`src/rtl/dexmpl_pkg.sv`:
```
// Shared definitions for the design-example host controller: FSM encoding and
// the result the standard design example produces at completion.
package dexmpl_pkg;

    typedef enum logic [1:0] {
        IDLE  = 2'd0,
        START = 2'd1,
        WAIT  = 2'd2,
        DONE  = 2'd3
    } state_t;

    localparam logic [3:0] A_DONE  = 4'b1101;
    localparam logic       E_DONE  = 1'b1;
    localparam int         LAT_NOM = 14;

endpackage

```
`src/rtl/dexmpl_wait_cnt.sv`:
```
// Wait-cycle counter with synchronous clear, count enable and a terminal-count flag.
// Counting stops at TIMEOUT, so the value never wraps.
module dexmpl_wait_cnt #(
    parameter int CNT_W   = 8,
    parameter int TIMEOUT = 32
) (
    input  logic             clk,
    input  logic             rst,
    input  logic             clr,
    input  logic             en,
    output logic [CNT_W-1:0] cnt,
    output logic             at_limit
);

    assign at_limit = (cnt == CNT_W'(TIMEOUT));

    always_ff @(posedge clk) begin
        if (rst || clr) begin
            cnt <= '0;
        end else if (en && !at_limit) begin
            cnt <= cnt + 1'b1;
        end
    end

endmodule

```
`src/rtl/dexmpl_host_ctrl.sv`:
```
// Initiator for the A/E/F design example: issues a start pulse, waits for F with a
// cycle budget, then captures A, E, latency and completion status.
module dexmpl_host_ctrl
    import dexmpl_pkg::*;
#(
    parameter int CNT_W   = 8,
    parameter int TIMEOUT = 32
) (
    input  logic             clk_i,
    input  logic             rst_i,
    input  logic             req_i,
    input  logic [3:0]       A_i4,
    input  logic             E_i,
    input  logic             F_i,
    output logic             start_o,
    output logic             busy_ro,
    output logic             done_ro,
    output logic [3:0]       a_final_ro4,
    output logic             e_final_ro,
    output logic [CNT_W-1:0] cycles_ro,
    output logic             timeout_ro,
    output logic [7:0]       runs_ro8
);

    state_t           state;
    logic [CNT_W-1:0] cnt;
    logic             at_limit;
    logic             cnt_clr;
    logic             cnt_en;

    assign cnt_clr = (state == IDLE) && req_i;
    assign cnt_en  = (state == WAIT) && !F_i;

    dexmpl_wait_cnt #(
        .CNT_W   (CNT_W),
        .TIMEOUT (TIMEOUT)
    ) u_wait_cnt (
        .clk      (clk_i),
        .rst      (rst_i),
        .clr      (cnt_clr),
        .en       (cnt_en),
        .cnt      (cnt),
        .at_limit (at_limit)
    );

    always_ff @(posedge clk_i) begin
        if (rst_i) begin
            state       <= IDLE;
            start_o     <= 1'b0;
            busy_ro     <= 1'b0;
            done_ro     <= 1'b0;
            a_final_ro4 <= '0;
            e_final_ro  <= 1'b0;
            cycles_ro   <= '0;
            timeout_ro  <= 1'b0;
            runs_ro8    <= '0;
        end else begin
            case (state)
                IDLE: begin
                    if (req_i) begin
                        state      <= START;
                        start_o    <= 1'b1;
                        busy_ro    <= 1'b1;
                        timeout_ro <= 1'b0;
                    end
                end
                START: begin
                    state   <= WAIT;
                    start_o <= 1'b0;
                end
                WAIT: begin
                    // Completion is checked first so F on the last budgeted cycle still counts.
                    if (F_i || at_limit) begin
                        state       <= DONE;
                        done_ro     <= 1'b1;
                        a_final_ro4 <= A_i4;
                        e_final_ro  <= E_i;
                        cycles_ro   <= cnt;
                        if (F_i) begin
                            runs_ro8 <= runs_ro8 + 8'd1;
                        end else begin
                            timeout_ro <= 1'b1;
                        end
                    end
                end
                DONE: begin
                    state   <= IDLE;
                    done_ro <= 1'b0;
                    busy_ro <= 1'b0;
                end
                default: state <= IDLE;
            endcase
        end
    end

endmodule
```
`config.mk`:
```
export PLATFORM = sky130hd
export DESIGN_NAME = dexmpl_host_ctrl
export DESIGN_NICKNAME = d
export VERILOG_FILES = /design/src/rtl/dexmpl_pkg.sv /design/src/rtl/dexmpl_wait_cnt.sv /design/src/rtl/dexmpl_host_ctrl.sv
export SDC_FILE = /design/constraint.sdc
export NUM_CORES = 1
export LEC_CHECK = 0
export BUFFER_PORTS_ARGS = -buffer_cell sky130_fd_sc_hd__buf_2
export CAP_MARGIN = 20
export CORE_UTILIZATION = 48
export CTS_CLUSTER_SIZE = 30
export DETAILED_ROUTE_END_ITERATION = 7
export PLACE_DENSITY = 0.75
export SLEW_MARGIN = 20
export SYNTH_ARGS = -nofsm -noshare
export SYNTH_HDL_FRONTEND = slang
export SYNTH_HIERARCHICAL = 1
export SYNTH_SLANG_ARGS = --single-unit
```
`constraint.sdc`:
```
create_clock -name clk_i -period 1.93 [get_ports clk_i]
set_input_delay 0.0965 -clock clk_i [delete_from_list [all_inputs] [get_ports clk_i]]
set_output_delay 0.0965 -clock clk_i [all_outputs]
set_load 0.005 [all_outputs]
```
==> results of run 1 <==
==> final cells by class <==
type	instances	area (sq um)
clock buffers	8	68.8
fillers	277	1120
flip-flops and latches	35	701
well taps	44	55.1
inverters	9	33.8
repair buffers	46	288
multi-input cells	136	810
==> worst max-delay path by stage <==
| stage | cells after the start | endpoint | startpoint |
|---|---|---|---|
| finish | 6 | u_wait_cnt/cnt[7]$_SDFFE_PP0P_ | state[0]$_SDFFE_PP0P_ |
| floorplan | 6 | u_wait_cnt/cnt[7]$_SDFFE_PP0P_ | state[0]$_SDFFE_PP0P_ |
| CTS | 6 | u_wait_cnt/cnt[7]$_SDFFE_PP0P_ | state[0]$_SDFFE_PP0P_ |
| global route | 6 | u_wait_cnt/cnt[7]$_SDFFE_PP0P_ | state[0]$_SDFFE_PP0P_ |
| detailed placement | 6 | u_wait_cnt/cnt[7]$_SDFFE_PP0P_ | state[0]$_SDFFE_PP0P_ |
| global placement | 6 | u_wait_cnt/cnt[7]$_SDFFE_PP0P_ | state[0]$_SDFFE_PP0P_ |
==> layout by cell type, fill, tap and decap left out, drive strengths merged, types with 3 or more instances in the layout <==
cell type	Yosys	routed
clkbuf	5	8
inv	9	9
dfxtp	35	35
nand4	4	4
buf	3	41
ha	9	9
nand2	38	38
xor2	3	3
o21ai	9	9
or3	6	6
a21oi	27	27
nor2	7	7
nand3	8	8
dlygate4sd3	0	5
==> critical path, cell delays in order (launching register included) <==
cell and delay, ns:
dfxtp_1 0.36, inv_1 0.13, ha_1 0.18, nor2b_2 0.20, nand3_1 0.15, or4_1 0.52
a21oi_1 0.16
==> cell usage after synthesis (2+ instances only) <==
| cell type | number |
|---|---|
| nand2_1 | 38 |
| dfxtp_1 | 35 |
| a21oi_1 | 27 |
| ha_1 | 9 |
| inv_1 | 9 |
| o21ai_0 | 9 |
| nand3_1 | 7 |
| nor2_1 | 7 |
| or3_1 | 5 |
| nand4_1 | 4 |
| clkbuf_1 | 3 |
| xor2_1 | 3 |
| a211oi_1 | 2 |
| buf_1 | 2 |
| clkbuf_2 | 2 |
| mux2i_1 | 2 |
| nor2b_1 | 2 |
| o31ai_1 | 2 |
| or4_1 | 2 |
==> per-layer routing <==
metal | wire [microns] | vias to the layer above | GRT usage [%]
met1 | 1560 | 661 | 25.3
met3 | 178 | 7 | 7.42
met5 | 0 | - | 0
met4 | 66 | 0 | 11.2
met2 | 1590 | 36 | 36.7
li1 | - | 739 | -
==> cells by family after synthesis <==
logic type	count (synthesis)
mux	2
simple gates	75
fa+ha+maj	9
flops	35
buf+inv	17
xor+xnor	4
compound gates	46
==> sequential cells by signal, indices dropped and copies added (netlist names) <==
signal,cells
a_final_ro4,4
busy_ro,1
cycles_ro,8
done_ro,1
e_final_ro,1
runs_ro8,8
start_o,1
state,2
timeout_ro,1
u_wait_cnt/cnt,8
==> through the flow <==
step / instance area (sq um) / cells / hold slack (ns)
final: 1960 / 278 / 0.0497
after global routing: 1960 / 278 / 0.0626
after CTS: 1940 / 278 / 0.0423
after detailed placement: 1830 / 265 / 0.345
after global placement: 1830 / 265 / 0.341
after floorplan: 1570 / 188 / 0.232
==> what timing repair did <==
action | CTS | global route
endpoints found under the hold margin | 5 | 0
hold buffers | 5 | 0
endpoints found under the setup margin | 0 | 4
gates resized for setup | 0 | 3
==> power by group <==
part	switching (mW)	internal, mW
Combinational	0.262	0.211
Clock	0.250	0.214
Sequential	0.0452	0.782
Total	0.557	1.21
==> metrics.txt, run 1 <==
Worst Tran Pin Value between 0.3 and 0.4 ns; Clock Tree Root clkbuf_4; worst slack, placed roughly 0.12 ns; Async S/R FF share, synth 0%; Post-synth EDFFs 0; I/O Buffers 33; Starting Density approximately 51%; number of core rows 20; crit path max fanout 4; register bit total from synthesis 35; largest family of logic cells by synthesized area simple AND/OR/NAND/NOR gates; Worst-path clk slew approximately 0.10 ns; DRC viols 0; total track usage approximately 22%; Compound-Gate Fraction of Synth Area between 10% and 20%; Mapped Nets 206; first drt pass iteration count 4; reg-to-reg startpoint state[0]$_SDFFE_PP0P_; DR iter-0 viols 84; Arrival @ worst endpoint 2.03 ns; CTS buffer count 5; H-tree Lvls 2; Critical R2R Capture u_wait_cnt/cnt[7]$_SDFFE_PP0P_; top cell type's share of synthesized area between 40 and 50%; Crit. End Element flip-flop; Final Slew Violations 0; fin crit share 91.0%; CTS max path bufs 2; largest net degree at the start of global routing 19; area grow syn2layout 24.8%; Hold Path Class input pin to flip-flop; mux contribution to synthesized area under 10%; maxcap violations 0; antenna diode count 0; Synth Area in Simple Gates around a quarter; min-delay src req_i; Pwr Density between 900 and 1000 nW/um^2; clock skew slightly above 0.007 ns; Peak VDD IR slightly above 0.6 mV; via density per instance just over 5; RSZ-0062 raised after global routing false; Synth Flop Type dfxtp_1; flop2flop setup slack about 0.17 ns; setup violators final 0; Synth Cell Area between 1500 and 2000 sq um; cell taking the most area after synthesis dfxtp_1; drt wl/cell around 12 microns; final hold vios 0; Die Wd 59.1 microns; core area roughly 3000 sq um; leak pwr approximately 0.78 nW; Max-slew headroom between 70% and 80%; gr ovfl total 0; status finished clean; Gate Count Post-Synth ~190; hold path cells 3; Seq/Total Area, Yosys 44.7%; DIE HEIGHT 59.1 microns; synth top area cells dfxtp_1 45%, nand2_1 9.1%, a21oi_1 8.6%; Vias between 1k and 1.5k; CP startpoint kind flip-flop; count of unique library cells instantiated by Yosys 37; die area approximately 3500 sq um; nets 251; clock latency on the worst-skew pair ~0.35 ns; Setup Buffers After CTS 0; first-pass GRT wire length 5700 microns; mean post-synth cell area ~8.3 sq um; Routed WL 3400 microns; worst r2r path cells 6; Hold Path End start_o$_SDFFE_PP0P_; sink count of the clock tree 35; CTS tree yes; maximum clock frequency about 570 MHz; Data required, critical path 2.21 ns; io pins 34; worst setup margin 0.173 ns; share of layout cells above drive strength 1 23.9%; setup TNS 0 ns; Syn. warnings 6; GP Congestion ~0.86; critical path type flip-flop to flip-flop; final core utilization between 60% and 70%; Post-DP HPWL 2340 microns; initial antenna violation count 0; post-synthesis xor/xnor area fraction around 2.2%; Tot Pwr between 1.5 and 2 mW; number of global-route vias before repair 1348; crit path time final 1.76 ns; Synth Area in Adders 7.19%; final antenna-violating net count 0
Power figures use the tool's default switching activity.
==> run 2: changes to the inputs <==
--- a/config.mk
+++ b/config.mk
@@ -11,6 +11,7 @@
 export CTS_CLUSTER_SIZE = 30
 export DETAILED_ROUTE_END_ITERATION = 7
 export PLACE_DENSITY = 0.75
+export SETUP_SLACK_MARGIN = 0.5
 export SLEW_MARGIN = 20
 export SYNTH_ARGS = -nofsm -noshare
 export SYNTH_HDL_FRONTEND = slang
==> constraint.sdc (replaced) <==
create_clock -name clk_i -period 1.44 [get_ports clk_i]
set_input_delay 0.072 -clock clk_i [delete_from_list [all_inputs] [get_ports clk_i]]
set_output_delay 0.072 -clock clk_i [all_outputs]
set_load 0.005 [all_outputs]
==> run 2 against run 1 <==
The run now ends with setup timing left. Die area is the same. Routed wire length grew 38%. Global-route usage grew 4.6 points. Total power grew 63%. Clock skew shrank 0.0030 ns. Clock power grew 6.2%. Non-clock buffer count grew 24. Count of clock-buffer cells in the layout shrank 1. Utilization grew 17 points. Critical path type unchanged. Highest routed layer unchanged.
==> metrics.txt, run 2 (synthesis results as in run 1) <==
WL met2 2500 microns (+57%); die area 3500 sq um (unchanged); crit path max fanout 3 (-1); worst setup margin -0.182 ns (-0.355 ns); CTS buffer count 5 (unchanged); clock latency on the worst-skew pair 0.33 ns (-0.02 ns); final antenna-violating net count 0 (unchanged); first drt pass iteration count 4 (unchanged); Starting Density 50.9% (unchanged); DIE HEIGHT 59.1 microns (unchanged); DR iter-0 viols 61 (-27%); maximum clock frequency 617 MHz (+8.3%); fin crit share 113% (+22 points); antenna diode count 0 (unchanged); initial antenna violation count 0 (unchanged); final hold vios 0 (unchanged); Worst Tran Pin Value 0.656 ns (+0.294 ns); largest registers cycles_ro x8, runs_ro8 x8, u_wait_cnt/cnt x8; setup TNS -2.85 ns (-2.85 ns); first-pass GRT wire length 6870 microns (+20%); Final Slew Violations 0 (unchanged); cell area after layout 2470 sq um (+26%); clock skew 0.00413 ns (-0.00295 ns); drt wl/cell 15.5 microns (+27%); worst hold margin 0.0785 ns (+0.0288 ns); setup violators final 26 (+26); sink count of the clock tree 35 (unchanged); CTS tree yes; DRC viols 0 (unchanged); worst slack, placed -0.252 ns (-0.373 ns); critical path type flip-flop to flip-flop; crit path time final 1.62 ns (-0.135 ns); area grow syn2layout 57.7%; Clock Tree Root clkbuf_4; commonest non-fill, non-tap cell in the layout buf_2; nets 275 (+9.6%); Arrival @ worst endpoint 1.87 ns (-0.16 ns); M1 wire length 1910 microns (+22%); leak pwr 0.984 nW (+27%); Data required, critical path 1.69 ns (-0.52 ns); failing checks setup timing; CTS max path bufs 2 (unchanged); Hold Path Class input pin to flip-flop; Vias 1636 (+13%); core area 3080 sq um (unchanged); Max-slew headroom 56.3% (-20 points); Peak VDD IR 1.10 mV (+82%); Worst-path clk slew 0.10 ns (about the same); met3 WL 173 microns (-2.8%); most frequent cells in the layout 33 x buf_2, 31 x nand2_1, 23 x dfxtp_1; Post-DP HPWL 2890 microns (+23%); Layout Cells excl Fill 302 (+8.6%); final core utilization 80.2% (+17 points); Placed Area 2010 sq um (+10%); largest net degree at the start of global routing 30 (+11); status complete, but fails checks; H-tree Lvls 2 (unchanged); share of layout cells above drive strength 1 53.5% (+30 points); io pins 34 (unchanged); number of core rows 20 (unchanged); gr ovfl total 0 (unchanged); Max Used Layer met4; RSZ-0062 raised after global routing true; via density per instance 5.42 (+4.4%); Crit. End Element flip-flop; I/O Buffers 33 (unchanged); Tot Pwr 2.87 mW (+63%); maxcap violations 0 (unchanged); Pwr Density 1160 nW/um^2 (+29%); total track usage 26.7% (+4.6 points); placed insts 278 (+4.9%); Fillers 184 (-34%); GP Congestion 0.822 (-4.1%); Routed WL 4690 microns (+38%); number of global-route vias before repair 1517 (+13%); Die Wd 59.1 microns (unchanged); CP startpoint kind flip-flop
-- run 2: cell types whose count changed in the layout (fill, tap and decap cells not counted), sizes merged --
cell    before  now
clkbuf       8    7
buf         41   65
clkinv       0    1
-- run 2: path summary, 6_finish.rpt --
path         slack (ns)  cells past startpoint                           to                            from
max               -0.18                      8         done_ro$_SDFFE_PP0P_  u_wait_cnt/cnt[0]$_SDFFE_PP0P_
min                0.08                      3         start_o$_SDFFE_PP0P_                           req_i
min reg2reg        0.46                      2  a_final_ro4[0]$_SDFFE_PP0P_     a_final_ro4[0]$_SDFFE_PP0P_
max reg2reg       -0.18                      8         done_ro$_SDFFE_PP0P_  u_wait_cnt/cnt[0]$_SDFFE_PP0P_
-- run 2: metal layers --
layer,global-route usage [%],vias to the layer above
li1,-,789
met1,30.1,786
met2,46.6,47
met3,6.99,14
met4,13.3,0
met5,0,-
-- run 2: repair_timing --
action,4_1_cts,5_1_grt
gates resized for setup,34,38
endpoints found under the setup margin,40,40
endpoints found under the hold margin,5,0
cloned,0,0
hold buffers,5,0
pin swaps,24,15
buffers inserted,8,3
-- run 2: worst max-delay path: stages, from the launching register on --
cell and delay, ns:
dfxtp_2 0.34, inv_2 0.07, ha_4 0.14, nand4bb_4 0.15, nor4_4 0.24, o21a_1 0.23
buf_4 0.13, nor2_2 0.03, a211oi_2 0.21
-- run 2: report_power, final --
part / leakage (nW) / switching, mW / internal, mW
registers: 0.290 / 0.0667 / 1.06
clock network: 0.0293 / 0.304 / 0.190
logic: 0.665 / 0.606 / 0.645
-- run 2: area by class of cell --
class	count	area [sq um]	share of cell area (%)
Sequential cell	35	723	29.3
Multi-Input combinational cell	136	1090	44.3
Clock buffer	7	45.0	1.82
Inverter	9	38.8	1.57
Clock inverter	1	5.00	0.203
Timing Repair Buffer	70	509	20.6
Tap cell	44	55.1	2.23
==> run 3: changes to the inputs <==
--- a/config.mk
+++ b/config.mk
@@ -7,12 +7,13 @@
 export LEC_CHECK = 0
 export BUFFER_PORTS_ARGS = -buffer_cell sky130_fd_sc_hd__buf_2
 export CAP_MARGIN = 20
+export CORE_ASPECT_RATIO = 0.5
 export CORE_UTILIZATION = 48
 export CTS_CLUSTER_SIZE = 30
 export DETAILED_ROUTE_END_ITERATION = 7
 export PLACE_DENSITY = 0.75
 export SETUP_SLACK_MARGIN = 0.5
-export SLEW_MARGIN = 20
+export SKIP_CTS_REPAIR_TIMING = 1
 export SYNTH_ARGS = -nofsm -noshare
 export SYNTH_HDL_FRONTEND = slang
 export SYNTH_HIERARCHICAL = 1
==> run 3 against run 2 <==
The flow still finishes with violations (setup timing). Sequential power is essentially flat. Critical path depth shrank 1. Setup slack worse by 0.0099 ns. Combinational power decreased by 11%. Non-clock buffer count is 11 lower. Critical path type unchanged. Highest routed layer unchanged.
==> metrics.txt, run 3 (synthesis results as in run 1) <==
largest net degree at the start of global routing 19 (-37%); maximum clock frequency 613 MHz (-0.61%); Placed Area 2000 sq um (-0.25%); Routed WL 4550 microns (-3.1%); crit path max fanout 2 (-1); RSZ-0062 raised after global routing true; Gate power share 37.6% (-6.0 points); share of layout cells above drive strength 1 43.3% (-10 points); leak pwr 0.889 nW (-9.7%); cell area after layout 2270 sq um (-8.0%); Psw 0.986 mW (+0.94%); gr ovfl total 0 (unchanged); Crit. End Element flip-flop; worst r2r path cells 7 (-1); final antenna-violating net count 0 (unchanged); Worst-path clk slew 0.07 ns (-0.03 ns); Critical R2R Capture u_wait_cnt/cnt[2]$_SDFFE_PP0P_; most frequent cells in the layout 36 x nand2_1, 33 x buf_2, 28 x dfxtp_1; commonest non-fill, non-tap cell in the layout nand2_1; failing checks setup timing; reg-to-reg startpoint u_wait_cnt/cnt[0]$_SDFFE_PP0P_; first-pass GRT wire length 6020 microns (-12%); DIE HEIGHT 42.4 microns (-28%); CTS max path bufs 2 (unchanged); Post-DP HPWL 2740 microns (-5.0%); worst hold margin 0.0111 ns (-0.0674 ns); flop2flop setup slack -0.19 ns (about the same); io pins 34 (unchanged); clock latency on the worst-skew pair 0.29 ns (-0.04 ns); area grow syn2layout 45.1%; GP Congestion 0.886 (+7.8%); hold path cells 3 (unchanged); Internal Power 1.96 mW (+3.3%); total track usage 23.7% (-3.1 points); Pwr Density 1290 nW/um^2 (+11%); worst setup margin -0.192 ns (-0.00993 ns); initial antenna violation count 0 (unchanged); status complete, but fails checks; Tot Pwr 2.94 mW (+2.5%); Hold Path Class input pin to flip-flop; Hold Path End a_final_ro4[0]$_SDFFE_PP0P_; Sw Ratio 33.5% (-0.53 points); core area 3050 sq um (-0.98%); crit path time final 1.63 ns (+0.00993 ns); worst slack, placed -0.291 ns (-0.0390 ns); number of core rows 14 (-30%); Fillers 216 (+17%); DRC viols 0 (unchanged); min-delay src A_i4[0]; Starting Density 51.4% (+0.50 points); Arrival @ worst endpoint 1.79 ns (-0.08 ns); Die Wd 82.8 microns (+40%); final hold vios 0 (unchanged); via density per instance 5.58 (+3.0%); H-tree Lvls 2 (unchanged); I/O Buffers 33 (unchanged); Peak VDD IR 0.880 mV (-20%); Max-slew headroom 66.1% (+9.8 points); Final Slew Violations 0 (unchanged); Worst Tran Pin Value 0.501 ns (-0.154 ns); clock skew 0.00272 ns (-0.00140 ns); CTS buffer count 5 (unchanged); critical path type flip-flop to flip-flop; Clk pwr share 24.2% (+7.0 points); setup violators final 25 (-3.8%); CP startpoint kind flip-flop; DR iter-0 viols 152 (+150%); fin crit share 113% (+0.69 points); Vias 1601 (-2.1%); first drt pass iteration count 4 (unchanged); largest registers cycles_ro x8, runs_ro8 x8, u_wait_cnt/cnt x8; die area 3510 sq um (+0.40%); drt wl/cell 15.8 microns (+2.0%); number of global-route vias before repair 1424 (-6.1%); CTS tree yes; maxcap violations 0 (unchanged); antenna diode count 0 (unchanged); sink count of the clock tree 35 (unchanged); Data required, critical path 1.60 ns (-0.09 ns); Clock Tree Root clkbuf_8; nets 264 (-4.0%); Reg power frac 38.2% (-1.0 points)
==> run 3: cell count changes in the layout (fill, tap and decap cells not counted), sizes merged <==
cell | previous run | this run
buf | 65 | 58
dlygate4sd3 | 5 | 0
clkinvlp | 0 | 1
==> run 3: layout make-up <==
cell class	instances	area, sq um	share of cell area, %
clock buffer	6	72.6	3.19
clock inverter	2	12.5	0.550
inverter	9	41.3	1.82
multi-input combinational	136	976	42.9
sequential	35	712	31.3
tap	40	50.0	2.20
timing repair buffer	59	409	18.0
==> run 3: routing by layer <==
| metal | wire [microns] | vias to the layer above | share of wire (%) | GRT usage, % |
|---|---|---|---|---|
| met4 | 134 | 0 | 2.9 | 9.31 |
| li1 | - | 768 | - | - |
| met5 | 0 | - | 0 | 0 |
| met3 | 297 | 17 | 6.5 | 7.61 |
| met2 | 2230 | 62 | 49 | 41.0 |
| met1 | 1890 | 754 | 41 | 26.9 |
==> run 3: worst max-delay path, cell delays in order, from the launching register on <==
cell,delay [ns]
dfxtp_2,0.33
inv_2,0.07
ha_4,0.14
nand4bb_4,0.13
buf_4,0.16
buf_6,0.10
o41ai_1,0.42
a21oi_2,0.13
==> run 3: how the worst max path moves through the flow <==
stage	start	end	slack (ns)
after detailed placement	u_wait_cnt/cnt[0]$_SDFFE_PP0P_	timeout_ro$_SDFFE_PP0P_	-0.29
after global placement	u_wait_cnt/cnt[1]$_SDFFE_PP0P_	state[0]$_SDFFE_PP0P_	-0.20
after global routing	u_wait_cnt/cnt[0]$_SDFFE_PP0P_	timeout_ro$_SDFFE_PP0P_	-0.25
after CTS	u_wait_cnt/cnt[0]$_SDFFE_PP0P_	a_final_ro4[3]$_SDFFE_PP0P_	-0.37
final	u_wait_cnt/cnt[0]$_SDFFE_PP0P_	u_wait_cnt/cnt[2]$_SDFFE_PP0P_	-0.19
after floorplan	u_wait_cnt/cnt[0]$_SDFFE_PP0P_	timeout_ro$_SDFFE_PP0P_	-0.17
==> run 3: metrics by stage <==
step / util, % / cells / setup TNS [ns]
floorplan: - / 188 / -2.26
global placement: 65.7 / 274 / -2.40
detailed placement: 65.7 / 274 / -4.62
CTS: 68.5 / 282 / -5.26
global route: 74.6 / 287 / -3.94
finish: 74.6 / 287 / -2.38
==> run 3: power by group through the flow <==
stage / clock network, mW / registers (mW) / logic, mW
6_report: 0.712 / 1.12 / 1.11
5_1_grt: 0.762 / 1.13 / 1.19
4_1_cts: 0.717 / 1.12 / 0.869
3_5_place_dp: 0 / 1.14 / 0.855
3_3_place_gp: 0 / 1.13 / 0.829
2_1_floorplan: 0 / 1.16 / 0.539
